`config.mk`:
```
export PLATFORM = sky130hd
export DESIGN_NAME = register_array_pq_tagged
export DESIGN_NICKNAME = d
export VERILOG_FILES = /design/src/rtl/register_array_pq_tagged.sv
export SDC_FILE = /design/constraint.sdc
export NUM_CORES = 1
export LEC_CHECK = 0
export BUFFER_PORTS_ARGS = -buffer_cell sky130_fd_sc_hd__buf_4
export CAP_MARGIN = 20
export CORE_ASPECT_RATIO = 2
export CORE_UTILIZATION = 55
export CTS_CLUSTER_DIAMETER = 50
export DETAILED_ROUTE_END_ITERATION = 6
export HOLD_SLACK_MARGIN = 0.03
export PLACE_DENSITY_LB_ADDON = 0.15
export RECOVER_POWER = 25
export SYNTH_ARGS = -nofsm -noshare
export SYNTH_HDL_FRONTEND = slang
export SYNTH_SLANG_ARGS = --single-unit
```
`constraint.sdc`:
```
create_clock -name i_CLK -period 7 [get_ports i_CLK]
set_input_delay 0.35 -clock i_CLK [delete_from_list [all_inputs] [get_ports i_CLK]]
set_output_delay 0.35 -clock i_CLK [all_outputs]
set_load 0.05 [all_outputs]
```
`src/rtl/register_array_pq_tagged.sv`:
```
// Register-array priority queue with valid-tagged key/payload entries and odd-even settling.
// Optional high-water-mark output o_hwm is enabled by defining REGISTER_ARRAY_PQ_HWM_EN.
module register_array_pq_tagged #(
  parameter int unsigned QUEUE_SIZE = 8,
  parameter int unsigned KEY_WIDTH  = 16,
  parameter int unsigned DATA_WIDTH = 16,
  parameter bit          MIN_FIRST  = 1'b0,
  parameter bit          ENQ_ENA    = 1'b1
) (
  input  logic                          i_CLK,
  input  logic                          i_RST,
  input  logic                          i_wrt,
  input  logic                          i_read,
  input  logic [KEY_WIDTH-1:0]          i_key,
  input  logic [DATA_WIDTH-1:0]         i_data,
  output logic                          o_full,
  output logic                          o_empty,
  output logic                          o_valid,
  output logic [KEY_WIDTH-1:0]          o_key,
  output logic [DATA_WIDTH-1:0]         o_data,
  output logic [$clog2(QUEUE_SIZE):0]   o_count,
  output logic                          o_sorted,
  output logic                          o_err
`ifdef REGISTER_ARRAY_PQ_HWM_EN
  ,
  output logic [$clog2(QUEUE_SIZE):0]   o_hwm
`endif
);

  localparam int unsigned CW = $clog2(QUEUE_SIZE) + 1;

  typedef struct packed {
    logic                  valid;
    logic [KEY_WIDTH-1:0]  key;
    logic [DATA_WIDTH-1:0] data;
  } entry_t;

  entry_t         q     [QUEUE_SIZE];
  entry_t         s1    [QUEUE_SIZE];
  entry_t         s2    [QUEUE_SIZE];
  logic [CW-1:0]  count_q, count_d;
  logic           phase_q;
  logic [1:0]     clean_q, clean_d;
  logic           err_q, err_d;
  logic           accepted, swap_now, found;
  logic           is_full, is_empty;
  logic           do_enq, do_deq, do_rep;

  // Invalid entries always lose; equal keys never win, which keeps ties stable.
  function automatic logic better(input entry_t a, input entry_t b);
    if (!a.valid) return 1'b0;
    if (!b.valid) return 1'b1;
    return MIN_FIRST ? (a.key < b.key) : (a.key > b.key);
  endfunction

  assign is_full  = (count_q == CW'(QUEUE_SIZE));
  assign is_empty = (count_q == CW'(0));
  assign do_enq   = ENQ_ENA & i_wrt & ~i_read;
  assign do_deq   = ~i_wrt & i_read;
  assign do_rep   = i_wrt & i_read;

  // Stage 1: apply the decoded request to the current array.
  always_comb begin
    s1       = q;
    count_d  = count_q;
    accepted = 1'b0;
    err_d    = 1'b0;
    found    = 1'b0;
    if (do_rep) begin
      s1[0]    = '{valid: 1'b1, key: i_key, data: i_data};
      accepted = 1'b1;
      if (is_empty) count_d = CW'(1);
    end else if (do_enq) begin
      if (is_full) begin
        err_d = 1'b1;
      end else begin
        for (int i = 0; i < QUEUE_SIZE; i++) begin
          if (!found && !q[i].valid) begin
            s1[i] = '{valid: 1'b1, key: i_key, data: i_data};
            found = 1'b1;
          end
        end
        count_d  = count_q + CW'(1);
        accepted = 1'b1;
      end
    end else if (do_deq) begin
      if (is_empty) begin
        err_d = 1'b1;
      end else begin
        for (int i = 0; i < QUEUE_SIZE - 1; i++) s1[i] = q[i+1];
        s1[QUEUE_SIZE-1] = '0;
        count_d  = count_q - CW'(1);
        accepted = 1'b1;
      end
    end else if (i_wrt) begin
      // Push request while pure enqueue is disabled.
      err_d = 1'b1;
    end
  end

  // Stage 2: one compare-exchange pass over disjoint pairs chosen by phase.
  always_comb begin
    s2       = s1;
    swap_now = 1'b0;
    for (int i = 0; i < QUEUE_SIZE - 1; i++) begin
      if (i[0] == phase_q && better(s1[i+1], s1[i])) begin
        s2[i]    = s1[i+1];
        s2[i+1]  = s1[i];
        swap_now = 1'b1;
      end
    end
  end

  always_comb begin
    clean_d = clean_q;
    if (accepted || swap_now) clean_d = 2'd0;
    else if (clean_q != 2'd2) clean_d = clean_q + 2'd1;
  end

  always_ff @(posedge i_CLK) begin
    if (i_RST) begin
      for (int i = 0; i < QUEUE_SIZE; i++) q[i] <= '0;
      count_q <= '0;
      phase_q <= 1'b0;
      clean_q <= 2'd2;
      err_q   <= 1'b0;
    end else begin
      for (int i = 0; i < QUEUE_SIZE; i++) q[i] <= s2[i];
      count_q <= count_d;
      phase_q <= ~phase_q;
      clean_q <= clean_d;
      err_q   <= err_d;
    end
  end

`ifdef REGISTER_ARRAY_PQ_HWM_EN
  logic [CW-1:0] hwm_q;

  always_ff @(posedge i_CLK) begin
    if (i_RST) hwm_q <= '0;
    else if (count_d > hwm_q) hwm_q <= count_d;
  end

  assign o_hwm = hwm_q;
`endif

  assign o_full   = is_full;
  assign o_empty  = is_empty;
  assign o_valid  = q[0].valid;
  assign o_key    = q[0].key;
  assign o_data   = q[0].data;
  assign o_count  = count_q;
  assign o_sorted = (clean_q == 2'd2);
  assign o_err    = err_q;

endmodule
```
======== Word level (Yosys, flattened, before mapping) ========
Cells that the tools add are included.
word-level totals
  output and inout bits ................... 41
  bits in writable memories ............... 0
  ROM bits ................................ 0
  bits in latches ......................... 0
  input bits .............................. 36
  bits in registers ....................... 272
  memories kept ........................... 0
  word-level logic and storage cells ...... 202
operators by class
  mux-type cells .......................... 116
  multipliers ............................. 0
  bitwise operators ....................... 6
  reduce and logical (&&, ||, !) cells .... 35
  shift operators ......................... 0
  equality and inequality tests ........... 6
  div/mod/pow operators ................... 0
  order comparisons ....................... 7
  add/sub/neg operators ................... 3
operators with widths
  kind                   number
  $mux W264              4
  $mux W66               7
  $mux W33               8
  $mux W231              1
  $gt A16 B16 Y1         7
  $mux W1                87
  $mux W32               1
  $mux W4                6
  $logic_and A1 B1 Y1    14
  $logic_not A1 Y1       14
  $add A4 B1 Y4 const B  1
  $eq A4 B4 Y1 const B   1
  $logic_not A4 Y1       1
  $mux W2                2
  $ne A2 B2 Y1 const B   2
  $reduce_and A4 Y1      1
  $reduce_or A2 Y1       2
  $sub A4 B1 Y4 const B  1
  $and A1 B1 Y1          3
  $ne A3 B1 Y1 const B   1
  $ne A3 B2 Y1 const B   1
  $not A1 Y1             3
  $reduce_bool A3 Y1     1
  $add A2 B1 Y2 const B  1
  other kinds (3)        3

======== Longest topological paths before layout ========
Gate-level depths: netlist of the first run.
  word-level depth ........................ 60
  depth in mapped cells ................... 25

======== Worst setup path before layout of the first run ========
No wires, ideal clock.
  kind .................................... register to register
  start point ............................. reg count_q[0], in the netlist o_count[0]
  end point ............................... reg q[142] (netlist name)
  data arrival time ....................... 5.668 ns
  clock period less this slack ............ 5.789 ns
  stages on the path, launching flop included .. 17
  setup slack ............................. 1.211 ns
  required time ........................... 6.878 ns
  path through ............................ dfxtp_1 buf_6 nor4_2 nor2_1 clkbuf_1 nor2_1 clkbuf_1 a21oi_1 ha_1 nand3_1 nor2_1 a221o_1 a2111oi_0 a211o_1 nand2_2 buf_2 o311a_1
on the way
  word-level cells in the longest chain between the ends .. 12
  elaborated cells on any way between the ends .. 23
ends and longest elaborated chain
  item                                                                    line  text
  start, declared                                                         41    logic [CW-1:0] count_q, count_d;
  start signal, assigned                                                  129   count_q <= count_d;
  $logic_not A4 Y1 (*)                                                    57    assign is_empty = (count_q == CW'(0));
  via o_empty                                                             17    output logic o_empty,
  $mux W264 (*)                                                           87    if (is_empty) begin
  $mux W264 (*)                                                           86    end else if (do_deq) begin
  $mux W264 (*)                                                           73    end else if (do_enq) begin
  $mux W231 (*)                                                           69    if (do_rep) begin
  parallel branches: the longest is 6 deep, another holds $gt A16 B16 Y1  n/a
  $mux W66 (*)                                                            106   if (i[0] == phase_q && better(s1[i+1], s1[i])) begin
Mark *: on every way through the listed nets, which the timed path passes. The select of a mux whose other input is x is not followed.
A chain may end at the register's enable or synchronous reset.

======== Final worst setup path of the first run ========
  start point ............................. reg count_q[0], in the netlist o_count[0]
  end point ............................... reg clean_q[1]
on the way
  word-level cells in the longest chain between the ends .. 19
  elaborated cells on any way between the ends .. 72
ends and longest elaborated chain
  item                                                                     line  text
  parallel branches: the longest is 17 deep, another holds $gt A16 B16 Y1  n/a
  $logic_or A1 B1 Y1 (*)                                                   116   if (accepted || swap_now) clean_d = 2'd0;
  $mux W2 / $reduce_bool A2 Y1 (equally long branches)                     n/a
  end signal, assigned                                                     131   clean_q <= clean_d;
  end, declared                                                            43    logic [1:0] clean_q, clean_d;
Mark *: on every way between the ends. The select of a mux whose other input is x is not followed.

==> run summary, run 1 <==
Status: complete, but fails checks
Failing checks: max-capacitance violations, max-slew violations
Port bufs: 76
Number of flops mapped to enable cells by yosys: 0
Critical Path Sink Type: register
Dpl ws: 0.7549 ns
DRT Pass-1 Iters: 6
Vias in the first global route: 19.31k
Yosys warnings: 0
H-tree depth: 1
CP Cell Sequence: or4b_1 -> inv_1 -> nor4_2 -> nand2_1 -> nand2_1 -> o21ai_0 -> inv_1 -> ha_1 -> a21o_1 -> o21ai_0 -> a311oi_1 -> nor3_1 -> o31ai_4 -> nor4_1 -> nand4_1 -> o31ai_1
Clk buf depth: 3
Area leader, netlist: dfxtp_1
Main combinational cell family by area after synthesis: compound AO/OA/AOI/OAI gates
Gpl congestion: 0.9373
Buf+Inv Stages, Crit Path: 2
Sequential fraction of the synthesis area: 0.2822
Worst r2r path cells: 16
CP Max Fanout: 20
Syn avg cell area: 7.154 µm²
Post-CTS Setup Repair Bufs: 0
TritonCTS Buffers: 29
Cell count along the critical path: 16
DRC: 0
Largest net degree at the start of global routing: 90
Critical path's slowest cell: o21ai_0
Util after Layout: 0.5949
DR WL/cell: 22.60 µm
Nature of the critical path startpoint: register
Synth Area in Compound Gates: 0.2785
GR peak layer: met2
GR Overflow Total: 0
Synth top area share: 0.2822
Routed vias: 20.46k
Hold crit path type: in2reg
Max_cap viols: 1
Clock latency on the worst-skew pair: 0.58 ns
Synth Cell Area: 19290 µm²
Vias per cell: 6.696
Layout area overhead: 6.290%
Initial antenna violation count: 0
Root buffer cell: clkbuf_16
Yosys cell types: 86
Switch share: 0.4444
TritonCTS clock tree: yes
Setup-failing EPs final: 0
RSZ-0062 raised after global routing: no
Slew @ Worst Pin: 3.373 ns
Max stage delay on crit path: 0.77 ns
Relative slew slack: -1.248
Nets: 2739
R2r setup slk: 0.44 ns
Die H: 266.9 µm
Full die area: 35880 µm²
Logic gate share of total power: 0.480
Leakage: 8.573 nW
VDD IR-drop max: 0.2584 mV
Ys async rst share: 0
CTS sink cnt: 272
First-pass GRT wire length: 107800 µm
Count leader, synth: nor2_1
Fin crit share: 0.9367
# fillers: 3341
Multiplexer share of the synthesized area: 0.03391
Io pins: 77
TNS Setup: 0 ns
Iteration-0 DRC Markers: 2269
Layout cells sized above 1: 0.07269
Critical setup path kind: reg2reg
Final Critical Period: 6.557 ns
Top Family by Delay on Critical Path: simple AND/OR/NAND/NOR gates
Setup WS post-layout: 0.4434 ns
Antenna Violating Nets Remaining: 0
Post-Synth Adder-Cell Area: 0.07172
Post-cts resize count: 0
CP arrival: 7.04 ns
Hpwl dp: 48400 µm
Worst Skew: 0.01473 ns
Synth Flop Type: dfxtp_1
Flops & latches, synth: 272
Total GRT Usage: 0.3774
Cell count after synthesis: 2697
P_int: 3.897 mW
Number of hold buffers added after cts: 0
Met3 GRT Util: 0.04387
Die Wd: 134.4 µm
Clock slew at reported path FFs: 0.07 ns
Row count: 96
Syn nets: 2843
Fmax: 152.5 MHz
# diodes: 0
Smallest hold slack: 0.1494 ns
Power per Cell Area: 342.0 nW/µm²
Total Wirelength: 69040 µm
Starting Density: 0.5597
Critical Path RT: 7.48 ns
Routing usage on met2: 0.6204
Post-Synth XOR/XNOR Area: 0.0009079
Met1 Use GR: 0.4721
Final Hold Fails: 0
Sequential share of power: 0.297
Net Sw Power: 3.117 mW
Clk pwr share: 0.223
Core ar.: 34470 µm²
Hold-critical path depth: 3
Simple-gate share of the synthesized area: 0.2412
Post-synth top cells: nor2_1 (400), nand2_1 (380), dfxtp_1 (272), clkbuf_1 (149)
Final Max Slew Viols: 64
Top cells by area, synth: dfxtp_1 (28%), nor2_1 (7.8%), nand2_1 (7.4%)
worst min-delay path, cell delays in order:
cell	delay [ns]
buf_4	0.16
nand2_1	0.08
a311oi_1	0.08
power groups by stage:
stage                     clock [mW]  sequential, mW  combinational (mW)
after CTS                       1.58            2.07                3.35
after detailed placement           0            2.10                3.33
after floorplan                    0            2.04                2.51
final                           1.56            2.08                3.37
after global placement             0            2.10                3.26
after global routing            1.63            2.11                3.68
metrics by stage:
stage / power (mW) / area [µm²] / std cells
4_1_cts: 6.997 / 20650 / 3054
3_5_place_dp: 5.432 / 19720 / 3002
3_3_place_gp: 5.362 / 19720 / 3002
6_report: 7.013 / 20510 / 3055
2_1_floorplan: 4.548 / 19290 / 2697
5_1_grt: 7.419 / 20510 / 3055
sequential cells by signal, indices dropped and copies added, names as in the netlist:
register,flops
clean_q,2
o_count,4
o_data,16
o_err,1
o_key,16
o_valid,1
phase_q,1
q,231
layer usage:
layer | routed length, µm | share of wire
met1 | 27300 | 0.40
met2 | 32250 | 0.47
met3 | 5484 | 0.079
met4 | 4003 | 0.058
met5 | 0 | 0
cell type report:
class	count	area (µm²)	share of cell area
multi-input cells	2029	12150	0.5926
flip-flops and latches	272	5445	0.2655
repair buffers	138	964.7	0.04704
clock buffers	42	844.6	0.04118
well taps	441	551.8	0.02691
inverters	123	461.7	0.02251
clock inverters	10	86.33	0.004210
logic make-up after synthesis:
group / after synthesis
AO/OA/AOI/OAI: 780
XOR/XNOR: 2
adder cells (fa/ha/maj): 110
buffers and inverters: 396
flip-flops: 272
multiplexers: 65
AND/OR/NAND/NOR: 1072
cell usage in the layout, fill, tap and decap left out, types with 6 or more instances in the layout:
| master | n |
|---|---|
| o211ai_1 | 38 |
| o21ai_0 | 133 |
| clkbuf_8 | 7 |
| a311oi_1 | 57 |
| ha_1 | 109 |
| a221oi_1 | 9 |
| a221o_1 | 35 |
| o21a_1 | 21 |
| clkbuf_1 | 48 |
| a211oi_1 | 76 |
| o22a_1 | 30 |
| mux2i_1 | 62 |
| or3_1 | 11 |
| nand2b_1 | 9 |
| clkbuf_16 | 29 |
| a22oi_1 | 32 |
| and2_1 | 9 |
| o22ai_1 | 88 |
| nand4_1 | 22 |
| dfxtp_1 | 272 |
| and3_1 | 63 |
| nor2_1 | 398 |
| clkinv_2 | 6 |
| buf_4 | 89 |
| nand2_1 | 379 |
| a21o_1 | 11 |
| or2_2 | 8 |
| o31ai_1 | 12 |
| nor3_1 | 73 |
| nor4_1 | 6 |
| inv_1 | 122 |
| a21oi_1 | 132 |
| a22o_1 | 8 |
| a31oi_1 | 52 |
| nand3_1 | 62 |
final timing paths:
kind                endpoint       start
hold reg to reg   clean_q[0]  clean_q[1]
setup / recovery  clean_q[1]  o_count[0]
setup reg to reg  clean_q[1]  o_count[0]
hold / removal         q[15]  i_data[15]
(Power assumes the default switching activity.)
==> inputs of run 2 (changes only) <==
--- a/config.mk
+++ b/config.mk
@@ -12,5 +12,5 @@
 export CTS_CLUSTER_DIAMETER = 50
 export DETAILED_ROUTE_END_ITERATION = 6
-export HOLD_SLACK_MARGIN = 0.03
+export HOLD_SLACK_MARGIN = 0.05
 export PLACE_DENSITY_LB_ADDON = 0.15
 export RECOVER_POWER = 25
==> constraint.sdc (replaced) <==
create_clock -name i_CLK -period 7 [get_ports i_CLK]
set_input_delay 1.75 -clock i_CLK [delete_from_list [all_inputs] [get_ports i_CLK]]
set_output_delay 1.75 -clock i_CLK [all_outputs]
set_load 0.05 [all_outputs]
==> run summary, run 2 (synthesis gave the netlist of run 1 again) <==
DR WL/cell: 22.63 µm
Pwr Total: 7.308 mW
Critical Path Sink Type: register
Largest net degree at the start of global routing: 175
DRT Pass-1 Iters: 6
Clk pwr share: 0.246
DRC: 0
Starting Density: 0.5597
Crit. Startpoint: i_wrt
CP Max Fanout: 58
Max reg flops: 231
Setup-failing EPs final: 0
H-tree depth: 1
Vias per cell: 6.576
Worst Skew: 0.02234 ns
Layout area overhead: 9.078%
Antenna Violating Nets Remaining: 0
Full die area: 35880 µm²
Critical Path RT: 7.28 ns
TNS Setup: 0 ns
Io pins: 77
Sequential share of power: 0.287
Leakage: 8.862 nW
Commonest non-fill, non-tap cell in the layout: nor2_1
Hpwl dp: 50080 µm
Switch share: 0.4318
Initial antenna violation count: 0
Iteration-0 DRC Markers: 1944
Final Max Slew Viols: 175
P_int: 4.152 mW
GR Overflow Total: 0
Port bufs: 76
Fin crit share: 0.9014
RSZ-0062 raised after global routing: no
Multi-input gate area: 12140 µm²
Clk buf depth: 3
Die H: 266.9 µm
Number of hold buffers added after cts: 0
Power per Cell Area: 347.2 nW/µm²
Crit path top cell by count: nand2_1
TritonCTS clock tree: yes
Clock latency on the worst-skew pair: 0.60 ns
Fmax: 158.5 MHz
Final Hold Fails: 0
First-pass GRT wire length: 109500 µm
Biggest register: q
CTS sink cnt: 272
Post-cts resize count: 0
CP arrival: 6.59 ns
Relative slew slack: -1.768
Post-CTS Setup Repair Bufs: 0
# fillers: 3263
Die Wd: 134.4 µm
Slew @ Worst Pin: 4.153 ns
Failing checks: max-capacitance violations, max-slew violations
Routed vias: 20.39k
Max stage delay on crit path: 1.02 ns
Total GRT Usage: 0.3851
Worst hold start: clean_q[1]
Commonest cells after routing, fill and taps aside: nor2_1 (397), nand2_1 (379), dfxtp_1 (272)
Nature of the critical path startpoint: input pin
Final Critical Period: 6.310 ns
Status: complete, but fails checks
Net Sw Power: 3.155 mW
Row count: 96
Hold crit path type: reg2reg
Root buffer cell: clkbuf_16
Vias in the first global route: 19.46k
Gpl congestion: 0.9672
Worst r2r src: o_count[0]
Critical setup path kind: in2reg
Storage cell area: 5445 µm²
Nets: 2781
VDD IR-drop max: 0.2593 mV
Clock slew at reported path FFs: 0.07 ns
Logic gate share of total power: 0.468
TritonCTS Buffers: 31
Critical path's slowest cell: clkbuf_2
Core ar.: 34470 µm²
Total Wirelength: 70190 µm
CP Cell Sequence: buf_4 -> nand3b_1 -> nor4_1 -> nand2_1 -> nand2_1 -> buf_4 -> nor2_1 -> nor2_1 -> inv_1 -> ha_1 -> nand2_1 -> nor3_1 -> a31oi_1 -> a221o_1 -> o41ai_1 -> clkbuf_2 -> and2_1 -> a311oi_1
Max_cap viols: 1
Layout cells sized above 1: 0.08725
-- run 2: final timing paths --
path | endpoint | slack, ns | cells after the start
worst max register to register | q[204] | 0.71 | 16
worst min register to register | clean_q[0] | 0.47 | 1
worst max-delay path | q[34] | 0.69 | 18
worst min-delay path | clean_q[0] | 0.47 | 1
-- run 2: power groups by stage --
| stage | Combinational, mW | Clock, mW | Sequential [mW] |
|---|---|---|---|
| after detailed placement | 3.38 | 0 | 2.11 |
| final | 3.42 | 1.79 | 2.10 |
| after global placement | 3.32 | 0 | 2.11 |
| after floorplan | 2.51 | 0 | 2.04 |
| after global routing | 3.73 | 1.87 | 2.12 |
| after CTS | 3.40 | 1.80 | 2.08 |
-- run 2: critical path, delay by kind of cell --
family	cells	cell delay (ns)
adders and majority gates	1	0.31
AOI/OAI and AO/OA	4	0.64
and+or+nand+nor	9	2.22
buffers and inverters	4	1.61
-- run 2: through the flow --
step	instances	utilization	setup slack [ns]	cell area [µm²]	hold slack, ns
finish	3101	0.6105	0.6903	21050	0.4720
global route	3100	0.6104	0.3280	21040	0.4936
CTS	3100	0.6169	0.9142	21270	0.4722
detailed placement	3043	0.5850	0.3639	20170	0.4638
global placement	3043	0.5850	0.4915	20170	0.4519
floorplan	2697	-	0.8274	19290	0.4347
-- run 2: area by class of cell --
class                           count  share of cell area
Tap cell                          441             0.02622
Clock buffer                       42             0.04167
Timing Repair Buffer              178             0.06391
Sequential cell                   272              0.2587
Clock inverter                     15             0.01058
Inverter                          123             0.02194
Multi-Input combinational cell   2029              0.5768
Antenna cell                        1           0.0001189
-- run 2: per-layer routing --
layer | routed length [µm] | global-route usage | vias to the layer above
li1 | - | - | 9560
met1 | 28190 | 0.4863 | 9549
met2 | 32940 | 0.6404 | 1105
met3 | 5332 | 0.03761 | 177
met4 | 3733 | 0.2083 | 0
met5 | 0 | 0 | -
